### config.mk
export PLATFORM = sky130hd
export DESIGN_NAME = ti_dac_serializer
export DESIGN_NICKNAME = d
export VERILOG_FILES = /design/src/rtl/ti_dac_serializer.sv
export SDC_FILE = /design/constraint.sdc
export NUM_CORES = 1
export LEC_CHECK = 0
export BUFFER_PORTS_ARGS = -buffer_cell sky130_fd_sc_hd__buf_4
export CAP_MARGIN = 0
export CORE_ASPECT_RATIO = 1.4
export CORE_MARGIN = 4
export CORE_UTILIZATION = 60
export CTS_BUF_LIST = sky130_fd_sc_hd__clkbuf_4
export CTS_CLUSTER_DIAMETER = 30
export DETAILED_ROUTE_END_ITERATION = 16
export HOLD_SLACK_MARGIN = 0.12
export PLACE_DENSITY = 0.93
export SETUP_SLACK_MARGIN = 0.1
export SLEW_MARGIN = 20
export SYNTH_ARGS = -nofsm -noshare
export SYNTH_HDL_FRONTEND = slang
export SYNTH_HIERARCHICAL = 1
export SYNTH_SLANG_ARGS = --single-unit
### constraint.sdc
create_clock -name i_clk -period 4.37 [get_ports i_clk]
set_input_delay 0.437 -clock i_clk [delete_from_list [all_inputs] [get_ports i_clk]]
set_output_delay 0.437 -clock i_clk [all_outputs]
set_load 0.02 [all_outputs]
### src/rtl/ti_dac_serializer.sv
// Frame FIFO plus slot-ordered serializer that feeds one DAC with offset-binary codes.
// Optional build macro TI_DAC_UNDERFLOW_CNT_EN adds a saturating 16-bit underflow event counter.

// Generic frame FIFO: one W-bit word per entry, pointers wrap modulo DEPTH (any DEPTH >= 2).
// Latency: a word written at edge k is visible at o_rdat after edge k.
// Backpressure: push is ignored when full and pop is ignored when empty; the caller watches o_count.
module ti_dac_fifo #(
    parameter int W     = 8,
    parameter int DEPTH = 2
) (
    input  logic                       i_clk,
    input  logic                       i_rst,
    input  logic                       i_push,
    input  logic [W-1:0]               i_wdat,
    input  logic                       i_pop,
    output logic [W-1:0]               o_rdat,
    output logic [$clog2(DEPTH+1)-1:0] o_count
);
    localparam int PW = (DEPTH > 1) ? $clog2(DEPTH) : 1;
    localparam int CW = $clog2(DEPTH + 1);

    logic [W-1:0]  r_mem [DEPTH];
    logic [PW-1:0] r_wptr;
    logic [PW-1:0] r_rptr;
    logic [CW-1:0] r_count;
    logic          w_push;
    logic          w_pop;

    function automatic logic [PW-1:0] wrap_inc(input logic [PW-1:0] p);
        return (p == PW'(DEPTH - 1)) ? '0 : p + PW'(1);
    endfunction

    assign w_push  = i_push && (r_count != CW'(DEPTH));
    assign w_pop   = i_pop && (r_count != '0);
    assign o_rdat  = r_mem[r_rptr];
    assign o_count = r_count;

    always_ff @(posedge i_clk) begin
        if (w_push) begin
            r_mem[r_wptr] <= i_wdat;
        end
    end

    always_ff @(posedge i_clk) begin
        if (i_rst) begin
            r_wptr  <= '0;
            r_rptr  <= '0;
            r_count <= '0;
        end else begin
            if (w_push) begin
                r_wptr <= wrap_inc(r_wptr);
            end
            if (w_pop) begin
                r_rptr <= wrap_inc(r_rptr);
            end
            if (w_push && !w_pop) begin
                r_count <= r_count + CW'(1);
            end else if (!w_push && w_pop) begin
                r_count <= r_count - CW'(1);
            end
        end
    end
endmodule

// Serializes Nti-sample frames onto one DAC, slot 0 first, signed in / offset-binary out.
// Latency: frame accepted at edge k into an idle, empty block shows slot 0 after edge k+1.
// Backpressure: o_din_ready = buffered frames < DEPTH, from registered count only.
module ti_dac_serializer #(
    parameter int Ndac  = 8,
    parameter int Nti   = 5,
    parameter int DEPTH = 2
) (
    input  logic                    i_clk,
    input  logic                    i_rst,
    input  logic signed [Ndac-1:0]  i_din [Nti],
    input  logic                    i_din_valid,
    output logic                    o_din_ready,
    output logic [Ndac-1:0]         o_dout,
    output logic                    o_dout_valid,
    output logic [$clog2(Nti)-1:0]  o_slot,
    output logic                    o_frame_start,
    output logic                    o_underflow,
    input  logic                    i_clr_underflow
`ifdef TI_DAC_UNDERFLOW_CNT_EN
    ,
    output logic [15:0]             o_underflow_cnt
`endif
);
    localparam int FW = Ndac * Nti;
    localparam int SW = $clog2(Nti);
    localparam int CW = $clog2(DEPTH + 1);
    localparam logic [Ndac-1:0] MID = Ndac'(1) << (Ndac - 1);

    if (Nti < 2) begin : g_bad_nti
        $error("ti_dac_serializer: Nti must be >= 2");
    end
    if (DEPTH < 2) begin : g_bad_depth
        $error("ti_dac_serializer: DEPTH must be >= 2");
    end

    typedef enum logic {
        S_IDLE,
        S_RUN
    } state_t;

    state_t          r_state;
    state_t          w_state_nxt;
    logic [FW-1:0]   w_din_packed;
    logic [FW-1:0]   w_head;
    logic [CW-1:0]   w_count;
    logic            w_push;
    logic            w_pop;
    logic            w_load;
    logic            w_shift;
    logic            w_last;
    logic            w_underflow_evt;
    logic [FW-1:0]   r_shift;
    logic [Ndac-1:0] r_dout;
    logic            r_dout_valid;
    logic [SW-1:0]   r_slot;
    logic            r_frame_start;
    logic            r_underflow;

    function automatic logic [Ndac-1:0] to_offset_bin(input logic [Ndac-1:0] s);
        return {~s[Ndac-1], s[Ndac-2:0]};
    endfunction

    // Slot 0 lands in the least significant lane so the frame drains by right shifts.
    for (genvar gi = 0; gi < Nti; gi++) begin : g_pack
        assign w_din_packed[gi*Ndac +: Ndac] = i_din[gi];
    end

    assign o_din_ready = (w_count < CW'(DEPTH));
    assign w_push      = i_din_valid && o_din_ready;
    assign w_last      = (r_slot == SW'(Nti - 1));

    ti_dac_fifo #(
        .W     (FW),
        .DEPTH (DEPTH)
    ) u_fifo (
        .i_clk   (i_clk),
        .i_rst   (i_rst),
        .i_push  (w_push),
        .i_wdat  (w_din_packed),
        .i_pop   (w_pop),
        .o_rdat  (w_head),
        .o_count (w_count)
    );

    always_ff @(posedge i_clk) begin
        if (i_rst) begin
            r_state <= S_IDLE;
        end else begin
            r_state <= w_state_nxt;
        end
    end

    always_comb begin
        w_state_nxt     = r_state;
        w_pop           = 1'b0;
        w_load          = 1'b0;
        w_shift         = 1'b0;
        w_underflow_evt = 1'b0;
        case (r_state)
            S_IDLE: begin
                if (w_count != '0) begin
                    w_pop       = 1'b1;
                    w_load      = 1'b1;
                    w_state_nxt = S_RUN;
                end
            end
            S_RUN: begin
                if (!w_last) begin
                    w_shift = 1'b1;
                end else if (w_count != '0) begin
                    w_pop  = 1'b1;
                    w_load = 1'b1;
                end else begin
                    w_state_nxt     = S_IDLE;
                    w_underflow_evt = 1'b1;
                end
            end
            default: begin
                w_state_nxt = S_IDLE;
            end
        endcase
    end

    // Neither loading nor shifting means idle or just drained: park the DAC at mid-scale.
    always_ff @(posedge i_clk) begin
        if (i_rst) begin
            r_shift       <= '0;
            r_dout        <= MID;
            r_dout_valid  <= 1'b0;
            r_slot        <= '0;
            r_frame_start <= 1'b0;
        end else if (w_load) begin
            r_shift       <= w_head >> Ndac;
            r_dout        <= to_offset_bin(w_head[Ndac-1:0]);
            r_dout_valid  <= 1'b1;
            r_slot        <= '0;
            r_frame_start <= 1'b1;
        end else if (w_shift) begin
            r_shift       <= r_shift >> Ndac;
            r_dout        <= to_offset_bin(r_shift[Ndac-1:0]);
            r_dout_valid  <= 1'b1;
            r_slot        <= r_slot + SW'(1);
            r_frame_start <= 1'b0;
        end else begin
            r_dout        <= MID;
            r_dout_valid  <= 1'b0;
            r_slot        <= '0;
            r_frame_start <= 1'b0;
        end
    end

    always_ff @(posedge i_clk) begin
        if (i_rst) begin
            r_underflow <= 1'b0;
        end else if (w_underflow_evt) begin
            r_underflow <= 1'b1;
        end else if (i_clr_underflow) begin
            r_underflow <= 1'b0;
        end
    end

`ifdef TI_DAC_UNDERFLOW_CNT_EN
    logic [15:0] r_underflow_cnt;

    always_ff @(posedge i_clk) begin
        if (i_rst) begin
            r_underflow_cnt <= '0;
        end else if (i_clr_underflow) begin
            r_underflow_cnt <= w_underflow_evt ? 16'd1 : 16'd0;
        end else if (w_underflow_evt && (r_underflow_cnt != 16'hFFFF)) begin
            r_underflow_cnt <= r_underflow_cnt + 16'd1;
        end
    end

    assign o_underflow_cnt = r_underflow_cnt;
`endif

    assign o_dout        = r_dout;
    assign o_dout_valid  = r_dout_valid;
    assign o_slot        = r_slot;
    assign o_frame_start = r_frame_start;
    assign o_underflow   = r_underflow;
endmodule

Word-level counts from Yosys, hierarchy flattened
Memory sizes are Yosys's and may differ from the RTL's. A register that Yosys moved wholly into a read port is not among the register bits.
Cells that the tools add are included.
{"block": "word_totals", "register_bits": 51, "latch_bits": 0, "mem_bits_rw": 80, "mem_bits_ro": 0, "in_bits": 44, "output_inout_bits": 15, "wordCells": 62, "mem_count": 1}
{"block": "classes", "n_addsub": 5, "n_mul": 0, "div_mod_pow": 0, "n_lt_le_gt_ge": 1, "n_eq_ne": 2, "n_shift": 0, "mux": 27, "n_bitwise": 4, "reduce_logical": 12}
{"name": "u_fifo.r_mem", "depth": 2, "word_bits": 40, "read_ports": 1, "rd_clocked_by_memory_dff": 1, "wr": 1, "line_no": "22", "text": "logic [W-1:0] r_mem [DEPTH];"}
{"cell": "32-bit two-way mux", "n": 2}
{"cell": "1-bit two-way mux", "n": 19}
{"cell": "8-bit two-way mux", "n": 2}
{"cell": "2-bit nonzero test", "n": 4}
{"cell": "1-bit logical AND", "n": 5}
{"cell": "2-bit two-way mux", "n": 2}
{"cell": "1-bit NOT", "n": 4}
{"cell": "1-bit one-hot mux with 2 select lines", "n": 2}
{"cell": "3-bit by 1-bit adder with 3-bit output (second input constant)", "n": 1}
{"cell": "3-bit equality test (second input constant)", "n": 1}
{"cell": "3-bit OR reduction", "n": 1}
{"cell": "1-bit adder (second input constant)", "n": 2}
{"cell": "2-bit by 1-bit adder with 2-bit output (second input constant)", "n": 1}
{"cell": "1-bit logical NOT", "n": 2}
{"cell": "2-bit less-than comparator (second input constant)", "n": 1}
{"cell": "2-bit inequality test (second input constant)", "n": 1}
{"cell": "2-bit by 1-bit subtractor with 2-bit output (second input constant)", "n": 1}

Depth between registers and ports, before layout
Gate-level depths: netlist of run 1.
{"block": "depth", "depth_word": 8, "mapped_depth": 10, "depth_no_buf": 9}

Modules after synthesis
The synthesis of run 1 kept the hierarchy.
{"mod": "ti_dac_fifo", "instances": 1, "cells_each": 149, "area_each_um2": 3086.7, "seq_area_each_um2": 2502.4}
{"mod": "ti_dac_serializer", "instances": 1, "cells_each": 233, "area_each_um2": 2094.5, "seq_area_each_um2": 940.9}

Worst setup path before layout of run 1
Ideal clock, no wire load.
{"block": "synth_path", "path_type": "in2reg", "start": "in i_din_valid", "end": "mem u_fifo/r_mem[1][0] (netlist bit) (enable)", "setup_time_ps": 437, "t_arrival_ps": 2391, "required_time_ps": 3933, "setup_slack_ps": 1541, "cell_stages": 3, "path_buffers": 0, "cell_sequence": "nor2b_1 -> nand2_1 -> nor2_1"}
{"block": "synth_via", "elab_chain_len": 4}
{"element": "start: declaration", "line_no": "76", "text": "input logic i_din_valid,"}
{"element": "1-bit logical AND", "line_no": "134", "text": "assign w_push = i_din_valid && o_din_ready;"}
{"element": "1-bit logical AND", "line_no": "33", "text": "assign w_push = i_push && (r_count != CW'(DEPTH));"}
{"element": "1-bit two-way mux", "line_no": "39", "text": "if (w_push) begin"}
{"element": "1-bit two-way mux (not written as such)", "line_no": "40", "text": "r_mem[r_wptr] <= i_wdat;"}
{"element": "end: declaration", "line_no": "22"}
No other way between the ends.

Worst setup path in the final report of run 1
{"block": "layout_path", "start": "reg u_fifo.r_count[1], in the netlist u_fifo/o_count[1]", "end": "reg u_fifo.r_count[1], in the netlist u_fifo/o_count[1]"}
{"block": "layout_via", "elab_chain_len": 8, "elab_cells_between_ends": 18, "cone_classes": "add/sub: 2; order compare: 1; eq/ne: 1; mux: 5; reduce/logical: 9"}
{"element": "start: declaration", "line_no": "25", "text": "logic [CW-1:0] r_count;"}
{"element": "start signal: assignment", "line_no": "57", "text": "r_count <= r_count + CW'(1);"}
{"element": "start signal: assignment", "line_no": "59", "text": "r_count <= r_count - CW'(1);"}
{"element": "2-bit nonzero test (*)", "line_no": "166, 175"}
{"element": "1-bit two-way mux (*)"}
{"element": "1-bit two-way mux"}
{"element": "1-bit one-hot mux with 2 select lines (*)"}
{"element": "net w_load", "line_no": "113", "text": "logic w_load;"}
{"element": "1-bit logical AND (*)", "line_no": "34", "text": "assign w_pop = i_pop && (r_count != '0);"}
{"element": "1-bit logical NOT", "line_no": "56", "text": "if (w_push && !w_pop) begin"}
{"element": "1-bit logical AND", "line_no": "56"}
{"element": "2-bit two-way mux / 2-bit nonzero test (equally long branches)"}
Mark *: on every way through the listed nets, which the timed path passes. The rest lies on a longest branch. The select of a mux whose other input is x is not followed.
A chain may end at the register's enable or synchronous reset.

==> results of run 1 <==
## cell usage after synthesis (2+ instances only)
cell type	n
edfxtp_1	80
buf_2	10
nand3_1	4
buf_4	6
o21ai_0	2
xor2_1	3
a21oi_1	40
nand3_2	5
nor3_1	2
nor2_1	30
dfxtp_1	52
mux2_2	40
clkbuf_1	2
nand2_1	49
inv_1	6
a211oi_2	24
buf_6	5
a21oi_2	4
ha_1	3
nand2b_1	3
a21o_1	2
## metal layers
layer / wire [µm] / vias up
li1: - / 1580
met1: 3570 / 1533
met2: 5440 / 77
met3: 357 / 22
met4: 223 / 0
met5: 0 / -
## flip-flops by register name, indices dropped and copies added (netlist names), named ones only
| name | count |
|---|---|
| u_fifo/r_rptr | 1 |
| o_frame_start | 1 |
| u_fifo/r_wptr | 1 |
| u_fifo/o_count | 2 |
| u_fifo/r_mem | 80 |
| o_slot | 3 |
| o_dout | 8 |
| r_shift | 32 |
| o_dout_valid | 1 |
| o_underflow | 1 |
| r_state | 1 |
## area by class of cell
cell class	instances	share of cell area, %
tap	102	2.02
timing repair buffer	104	14.3
clock inverter	12	1.74
inverter	6	0.357
clock buffer	20	2.38
multi-input combinational	220	24.7
sequential	132	54.6
## cells by family (layout without fill, tap and decap cells)
family	count (synthesis)	count (layout)	synth area share, %
AO/OA/AOI/OAI	74	74	11.2
XOR/XNOR	4	4	0.676
adder cells (fa/ha/maj)	3	3	0.725
buffers and inverters	30	142	3.65
flip-flops	132	132	66.5
multiplexers	40	40	8.69
AND/OR/NAND/NOR	99	99	8.57
## layout by cell type, fill, tap and decap left out, types with 4 or more instances in the layout
| cell | count |
|---|---|
| mux2_2 | 40 |
| nand3_1 | 4 |
| clkbuf_4 | 20 |
| dlygate4sd3_1 | 40 |
| inv_1 | 6 |
| a211oi_2 | 24 |
| edfxtp_1 | 80 |
| a21oi_1 | 40 |
| nor2_1 | 29 |
| nand2_1 | 49 |
| dfxtp_1 | 52 |
| a21oi_2 | 4 |
| buf_4 | 63 |
| nand3_2 | 5 |
## metrics by stage
stage               total power (W)  area (µm²)  util [%]
finish                      0.00377        6310      76.1
global route                0.00400        6310      76.1
CTS                         0.00377        6280      75.7
detailed placement          0.00299        5620      67.8
global placement            0.00295        5620      67.8
floorplan                   0.00276        5180         -
## worst register-to-register path, cell delays in order (launching register included)
cell and delay [ps]:
dfxtp_1 410, nor2_4 680, nor2_1 130, o21ai_0 180
ha_1 330, or3_1 370, a21oi_1 180
## power by group
part / leakage [nW] / switching [W] / internal [W] / total [W]
logic: 0.999 / 0.000731 / 0.000507 / 0.00124
registers: 1.17 / 0.000149 / 0.00163 / 0.00178
clock network: 0.155 / 0.000406 / 0.000351 / 0.000756
## how the worst min path moves through the flow
stage	startpoint	end	slack, ps	depth (start not counted)
floorplan	r_shift[5]	o_dout[5]	430	2
global placement	r_shift[31]	r_shift[31]	440	2
detailed placement	r_shift[31]	r_shift[31]	440	2
CTS	i_clr_underflow	o_underflow	170	3
global route	i_clr_underflow	o_underflow	160	3
finish	i_clr_underflow	o_underflow	200	3
==> results.py, run 1 <==
metrics = {
    "routing": {
        "vias": 3212,
        "via_per_inst": 5.39,
        "drtPass1Iterations": 4,
        "drc_errors": 0,
        "final_antenna_net_count": 0,
        "wl_per_cell_um": 16.1,
        "wl_um": 9590,
        "drt_iter0_drc": 272,
    },
    "grt": {
        "met2_usage_pct": 35.5,
        "grtUsageMet3_pct": 5.18,
        "grt-busiest-layer": "met2",
        "use_met1_pct": 22.7,
        "grtUsageTotal_pct": 20.2,
        "grt_pass1_wl_um": 16000,
        "gr-total-overflow": 0,
        "grt_max_degree": 45,
        "grt_antenna_before_repair": 0,
        "grt_pass1_vias": 3374,
    },
    "sta": {
        "post-route-min-period_ps": 2340,
        "timing.setup.tns_ps": 0,
        "hold_ws_ps": 202,
        "setup_viol": 0,
        "setup_slack_ps": 2030,
        "drv_slew": 0,
        "slew_headroom_pct": 45.5,
        "max_freq_mhz": 427,
        "rsz0062_at_grt": "no",
        "fin_skew_ps": 10.4,
        "min_period_over_period_pct": 53.6,
        "timing_worst_slew_pin_value_ps": 816,
        "finalHoldViolations": 0,
    },
    "synth": {
        "ys_seq_elements": 132,
        "ys.flop_type": "edfxtp_1",
        "syn_nets": 429,
        "yosysTopAreaCellShare_pct": 46.4,
        "synth_area_leaders": "edfxtp_1 46%, dfxtp_1 20%, mux2_2 8.7%",
        "synth_enable_flop_cells": 80,
        "yosysSeqAreaShare_pct": 66.5,
        "synthArstFlopShare_pct": 0,
        "netlist_area_mm2": 0.00518,
        "yosysWarnings": 6,
        "syn_inst": 382,
        "ys_types": 31,
        "avgSynthCellArea_um2": 13.6,
        "yosys.area.top_type": "edfxtp_1",
    },
    "clock_tree": {
        "cts.repair.resized": 0,
        "clockBufferDepth": 2,
        "root_buffer": "clkbuf_4",
        "hold_buffers": 40,
        "htreeDepth": 4,
        "cts_tree": "built",
        "cts_setup_buffers": 0,
        "path_clk_slew_ps": 100,
        "cts_made_buffers": 17,
        "clk_latency_ps": 500,
        "cts_num_sinks": 132,
    },
    "setup_path": {
        "cp_data_required_time_ps": 4800,
        "r2r_cells": 6,
        "crit_cells": 6,
        "crit_path_max_fanout": 37,
        "crit_slowest_cell": "nor2_4",
        "cpLargestDelayFamily": "simple AND/OR/NAND/NOR gates",
        "critical_path.endpoint": "u_fifo/o_count[1]",
        "end_kind": "flop",
        "rr_startpoint": "u_fifo/o_count[1]",
        "crit_chain": "nor2_4 -> nor2_1 -> o21ai_0 -> ha_1 -> or3_1 -> a21oi_1",
        "crit_arrival_ps": 2770,
        "crit_start": "u_fifo/o_count[1]",
        "timing.reg2reg.setup_slack_ps": 2030,
        "critPathLaunchType": "flop",
        "cpPeakStageDelay_ps": 670,
        "critPathBufInv": 0,
        "critPathKind": "flop to flop",
        "r2r-end": "u_fifo/o_count[1]",
    },
    "floorplanning": {
        "start_util_pct": 62.5,
        "core_mm2": 0.00830,
        "fp-row-count": 39,
        "die_h_um": 118,
        "ios": 59,
        "dieArea_mm2": 0.0102,
        "die_w_um": 86.5,
    },
    "final_layout": {
        "multiInputGateArea_mm2": 0.00156,
        "syn_to_final_growth_pct": 21.8,
        "filler_cell_count": 511,
        "seq_area_mm2": 0.00344,
        "diodes": 0,
        "layout.nets": 528,
        "drive_gt1_share_pct": 34.4,
        "stdcell_count": 596,
    },
    "power_and_ir_drop": {
        "p_per_area_mw_per_mm2": 598,
        "ir_drop_mv": 0.398,
        "total_leakage_power_nw": 2.33,
    },
    "placed_design": {
        "post-place-ws_ps": 2090,
        "gp_congestion": 0.818,
        "dp_hpwl_um": 5780,
        "dp_cells": 523,
        "io_buffers": 58,
    },
    "job": {
        "drv_cap": 0,
    },
    "outcome": {
        "status": "finished clean",
    },
    "min_path": {
        "min-delay-path-class": "primary input to flop",
    },
}
Power figures use the tool's default switching activity.
==> run 2: changes to the inputs <==
Clock period 4.37 ns to 2.4 ns, I/O delays scaled along.
==> results.py, run 2 (synthesis results as in run 1) <==
metrics = {
    "outcome": {
        "status": "finished clean",
    },
    "min_path": {
        "whs_path_depth": 4,
        "min-delay-path-class": "primary input to flop",
    },
    "grt": {
        "grt_max_degree": 41,
        "grt_antenna_before_repair": 0,
        "grt_pass1_wl_um": 17100,
        "gr-total-overflow": 0,
        "grtUsageTotal_pct": 21.8,
        "grt_pass1_vias": 3548,
    },
    "clock_tree": {
        "cts.repair.resized": 0,
        "path_clk_slew_ps": 120,
        "hold_buffers": 43,
        "cts_num_sinks": 132,
        "clk_latency_ps": 510,
        "cts_setup_buffers": 0,
        "cts_tree": "built",
        "htreeDepth": 4,
        "root_buffer": "clkbuf_4",
        "cts_made_buffers": 17,
        "clockBufferDepth": 2,
    },
    "sta": {
        "timing.setup.tns_ps": 0,
        "setup_viol": 0,
        "fin_skew_ps": 20.5,
        "rsz0062_at_grt": "no",
        "timing_worst_slew_pin_value_ps": 461,
        "min_period_over_period_pct": 81.6,
        "post-route-min-period_ps": 1960,
        "finalHoldViolations": 0,
        "drv_slew": 0,
        "max_freq_mhz": 510,
        "setup_slack_ps": 441,
        "slew_headroom_pct": 69.2,
        "hold_ws_ps": 196,
    },
    "final_layout": {
        "layout.nets": 536,
        "largest_register_ffs": 80,
        "mostFrequentLayoutCells": "80 x edfxtp_1, 67 x buf_4, 52 x dfxtp_1",
        "regMostFlops": "u_fifo/r_mem",
        "syn_to_final_growth_pct": 24.8,
        "diodes": 0,
        "layout_commonest_cell": "edfxtp_1",
        "drive_gt1_share_pct": 35.3,
    },
    "setup_path": {
        "r2r-end": "u_fifo/o_count[1]",
        "critical_path.endpoint": "u_fifo/o_count[1]",
        "end_kind": "flop",
        "cpLargestDelayFamily": "adder cells",
        "crit_arrival_ps": 2400,
        "r2r_cells": 8,
        "crit_cells": 8,
        "cpMostUsedCell": "ha_1",
        "critPathKind": "flop to flop",
        "critPathBufInv": 1,
        "cp_data_required_time_ps": 2840,
        "crit_path_max_fanout": 4,
        "timing.reg2reg.setup_slack_ps": 440,
        "crit_start": "o_slot[0]",
        "rr_startpoint": "o_slot[0]",
        "crit_slowest_cell": "dfxtp_1",
        "cpPeakStageDelay_ps": 410,
        "crit_chain": "inv_1 -> ha_1 -> a21boi_2 -> nor2_1 -> o21ai_0 -> ha_1 -> or3_1 -> a21oi_1",
        "critPathLaunchType": "flop",
    },
    "placed_design": {
        "gp_congestion": 0.751,
        "post-place-ws_ps": 455,
        "io_buffers": 58,
        "dp_hpwl_um": 5940,
    },
    "floorplanning": {
        "die_w_um": 86.5,
        "core_mm2": 0.00830,
        "fp-row-count": 39,
        "dieArea_mm2": 0.0102,
        "start_util_pct": 62.5,
        "die_h_um": 118,
        "ios": 59,
    },
    "routing": {
        "wl_um": 10200,
        "final_antenna_net_count": 0,
        "vias": 3299,
        "drt_iter0_drc": 194,
        "via_per_inst": 5.46,
        "drc_errors": 0,
        "drtPass1Iterations": 4,
        "wl_per_cell_um": 16.8,
    },
    "job": {
        "drv_cap": 0,
    },
    "power_and_ir_drop": {
        "p_total_w": 0.00729,
        "p_per_area_mw_per_mm2": 1130,
        "total_leakage_power_nw": 2.39,
        "ir_drop_mv": 0.728,
    },
}
## run 2: routing by layer
layer	vias up	GRT usage [%]	share of wire [%]
li1	1596	-	-
met1	1588	23.5	37
met2	100	39.1	57
met3	15	6.09	4.8
met4	0	8.58	1.4
met5	-	0	0
## run 2: power breakdown
| part | switching (W) | total [W] | internal (W) | leakage, nW |
|---|---|---|---|---|
| logic | 0.00140 | 0.00238 | 0.000971 | 1.04 |
| registers | 0.000227 | 0.00320 | 0.00297 | 1.17 |
| clock network | 0.000792 | 0.00172 | 0.000924 | 0.183 |
| total | 0.00242 | 0.00729 | 0.00486 | 2.39 |
## run 2: worst register-to-register path, delay by kind of cell (launching register included)
| kind | cells | cell delay [ps] |
|---|---|---|
| buf+inv | 1 | 70 |
| flops | 1 | 410 |
| simple gates | 2 | 410 |
| fa+ha+maj | 2 | 570 |
| compound gates | 3 | 450 |
## run 2: through the flow
stage	cells	util (%)	area [µm²]
global route	604	77.9	6460
finish	604	77.9	6460
CTS	604	77.9	6460
detailed placement	529	68.6	5690
global placement	529	68.6	5690
floorplan	382	-	5180
## run 2: final cells by class
class	instances	area [µm²]
Clock inverter	15	213
Inverter	6	22.5
Fill cell	491	1830
Multi-Input combinational cell	220	1560
Clock buffer	17	128
Tap cell	102	128
Sequential cell	132	3440
Timing Repair Buffer	112	973
## run 2: worst min-delay path by stage
| stage | from | to | slack [ps] |
|---|---|---|---|
| floorplan | i_rst | u_fifo/o_count[1] | 310 |
| global placement | i_din[7] | u_fifo/r_mem[0][39] | 430 |
| detailed placement | i_din[39] | u_fifo/r_mem[1][7] | 430 |
| CTS | i_din_valid | u_fifo/r_wptr | 150 |
| global route | i_din_valid | u_fifo/r_wptr | 200 |
| finish | i_din_valid | u_fifo/r_wptr | 200 |
==> run 3: changes to the inputs <==
Clock period 2.4 ns to 1.99 ns, I/O delays scaled along.
==> results.py, run 3 (synthesis results as in run 1) <==
metrics = {
    "setup_path": {
        "critPathKind": "flop to flop",
        "crit_chain": "nand2b_1 -> nand2_1 -> inv_1 -> ha_1 -> or3_1 -> a21oi_1",
        "r2r-end": "u_fifo/o_count[1]",
        "rr_startpoint": "u_fifo/o_count[1]",
        "r2r_cells": 6,
        "end_kind": "flop",
        "cpLargestDelayFamily": "simple AND/OR/NAND/NOR gates",
        "timing.reg2reg.setup_slack_ps": 190,
        "crit_slowest_cell": "dfxtp_1",
        "cp_data_required_time_ps": 2430,
        "crit_arrival_ps": 2240,
        "crit_path_max_fanout": 8,
        "critPathLaunchType": "flop",
        "cpPeakStageDelay_ps": 530,
        "critPathBufInv": 1,
    },
    "grt": {
        "grt_pass1_vias": 3586,
        "grt_pass1_wl_um": 16800,
        "grt_max_degree": 41,
        "gr-total-overflow": 0,
        "grt_antenna_before_repair": 0,
        "grtUsageTotal_pct": 21.5,
    },
    "placed_design": {
        "post-place-ws_ps": 227,
        "gp_congestion": 0.797,
        "dp_cells": 530,
        "dp_hpwl_um": 6060,
        "io_buffers": 58,
        "post_dp_cell_area_mm2": 0.00571,
    },
    "sta": {
        "slew_headroom_pct": 69.9,
        "min_period_over_period_pct": 90.4,
        "rsz0062_at_grt": "no",
        "timing_worst_slew_pin_value_ps": 452,
        "setup_slack_ps": 190,
        "drv_slew": 0,
        "finalHoldViolations": 0,
        "post-route-min-period_ps": 1800,
        "setup_viol": 0,
        "max_freq_mhz": 556,
        "timing.setup.tns_ps": 0,
        "fin_skew_ps": 13.9,
    },
    "final_layout": {
        "regMostFlops": "u_fifo/r_mem",
        "layout.nets": 536,
        "largest_register_ffs": 80,
        "diodes": 0,
        "mostFrequentLayoutCells": "80 x edfxtp_1, 69 x buf_4, 50 x dfxtp_1",
        "syn_to_final_growth_pct": 25.5,
        "design_area_mm2": 0.00650,
        "drive_gt1_share_pct": 36.3,
        "layout_commonest_cell": "edfxtp_1",
        "stdcell_count": 604,
    },
    "floorplanning": {
        "dieArea_mm2": 0.0102,
        "core_mm2": 0.00830,
        "fp-row-count": 39,
        "die_h_um": 118,
        "die_w_um": 86.5,
        "ios": 59,
        "start_util_pct": 62.5,
    },
    "clock_tree": {
        "clk_latency_ps": 510,
        "cts_tree": "built",
        "cts_made_buffers": 17,
        "root_buffer": "clkbuf_4",
        "clockBufferDepth": 2,
        "cts_num_sinks": 132,
        "path_clk_slew_ps": 100,
        "htreeDepth": 4,
    },
    "power_and_ir_drop": {
        "comb_power_share_pct": 32.9,
        "p_int_w": 0.00607,
        "p_clk_share_pct": 24.0,
        "p_sw_share_pct": 32.4,
        "total_leakage_power_nw": 2.39,
        "p_per_area_mw_per_mm2": 1380,
        "seqPwrFrac_pct": 43.1,
        "p_switching_w": 0.00291,
        "ir_drop_mv": 0.836,
    },
    "routing": {
        "drc_errors": 0,
        "drtPass1Iterations": 5,
        "wl_um": 10100,
        "final_antenna_net_count": 0,
        "via_per_inst": 5.56,
        "vias": 3359,
        "drt_iter0_drc": 242,
        "wl_per_cell_um": 16.8,
    },
    "outcome": {
        "status": "finished clean",
    },
    "min_path": {
        "whs_path_depth": 4,
        "worstHoldStart": "i_din_valid",
        "min_to": "u_fifo/r_wptr",
        "min-delay-path-class": "primary input to flop",
    },
    "job": {
        "drv_cap": 0,
    },
}
## run 3: how the worst max path moves through the flow
stage	from	endpoint	slack, ps	depth (start not counted)
6_report	u_fifo/o_count[1]	u_fifo/o_count[1]	190	6
3_5_place_dp	o_slot[1]	u_fifo/o_count[1]	230	8
2_1_floorplan	o_slot[1]	u_fifo/o_count[1]	100	9
4_1_cts	o_slot[1]	u_fifo/o_count[1]	180	8
5_1_grt	u_fifo/o_count[1]	u_fifo/o_count[1]	120	6
3_3_place_gp	o_slot[0]	u_fifo/o_count[1]	310	8
## run 3: power groups by stage
stage / combinational [W] / clock, W / sequential (W)
after floorplan: 0.00218 / 0 / 0.00392
after global placement: 0.00271 / 0 / 0.00387
after detailed placement: 0.00280 / 0 / 0.00391
after CTS: 0.00289 / 0.00219 / 0.00385
after global routing: 0.00321 / 0.00234 / 0.00393
final: 0.00295 / 0.00216 / 0.00387
## run 3: what timing repair did
item | in CTS | in global routing
gates resized for setup | 0 | 3
setup endpoints to repair | 0 | 1
hold endpoints to repair | 92 | 0
setup buffers | 0 | 0
hold buffers | 42 | 0
## run 3: per-layer routing
layer	share of wire, %	GRT usage [%]
met2	56	37.5
met4	4.1	11.5
met5	0	0
met3	5.0	6.09
met1	35	22.9
## run 3: cell type report
cell class / count / area [µm²]
sequential: 132 / 3450
fill: 480 / 1790
multi-input combinational: 220 / 1580
timing repair buffer: 112 / 958
clock inverter: 12 / 209
clock buffer: 20 / 150
tap: 102 / 128
inverter: 6 / 26.3
## run 3: per-stage QoR
| stage | power (W) | util, % | hold slack [ps] |
|---|---|---|---|
| floorplan | 0.00610 | - | 268 |
| global placement | 0.00659 | 68.8 | 385 |
| detailed placement | 0.00671 | 68.8 | 387 |
| CTS | 0.00894 | 78.2 | 169 |
| global route | 0.00947 | 78.4 | 195 |
| finish | 0.00898 | 78.4 | 213 |
## run 3: tightest hold or removal path, stage by stage
cell	delay, ps
buf_4	80
nor2b_1	190
a21o_1	140
a21oi_1	60
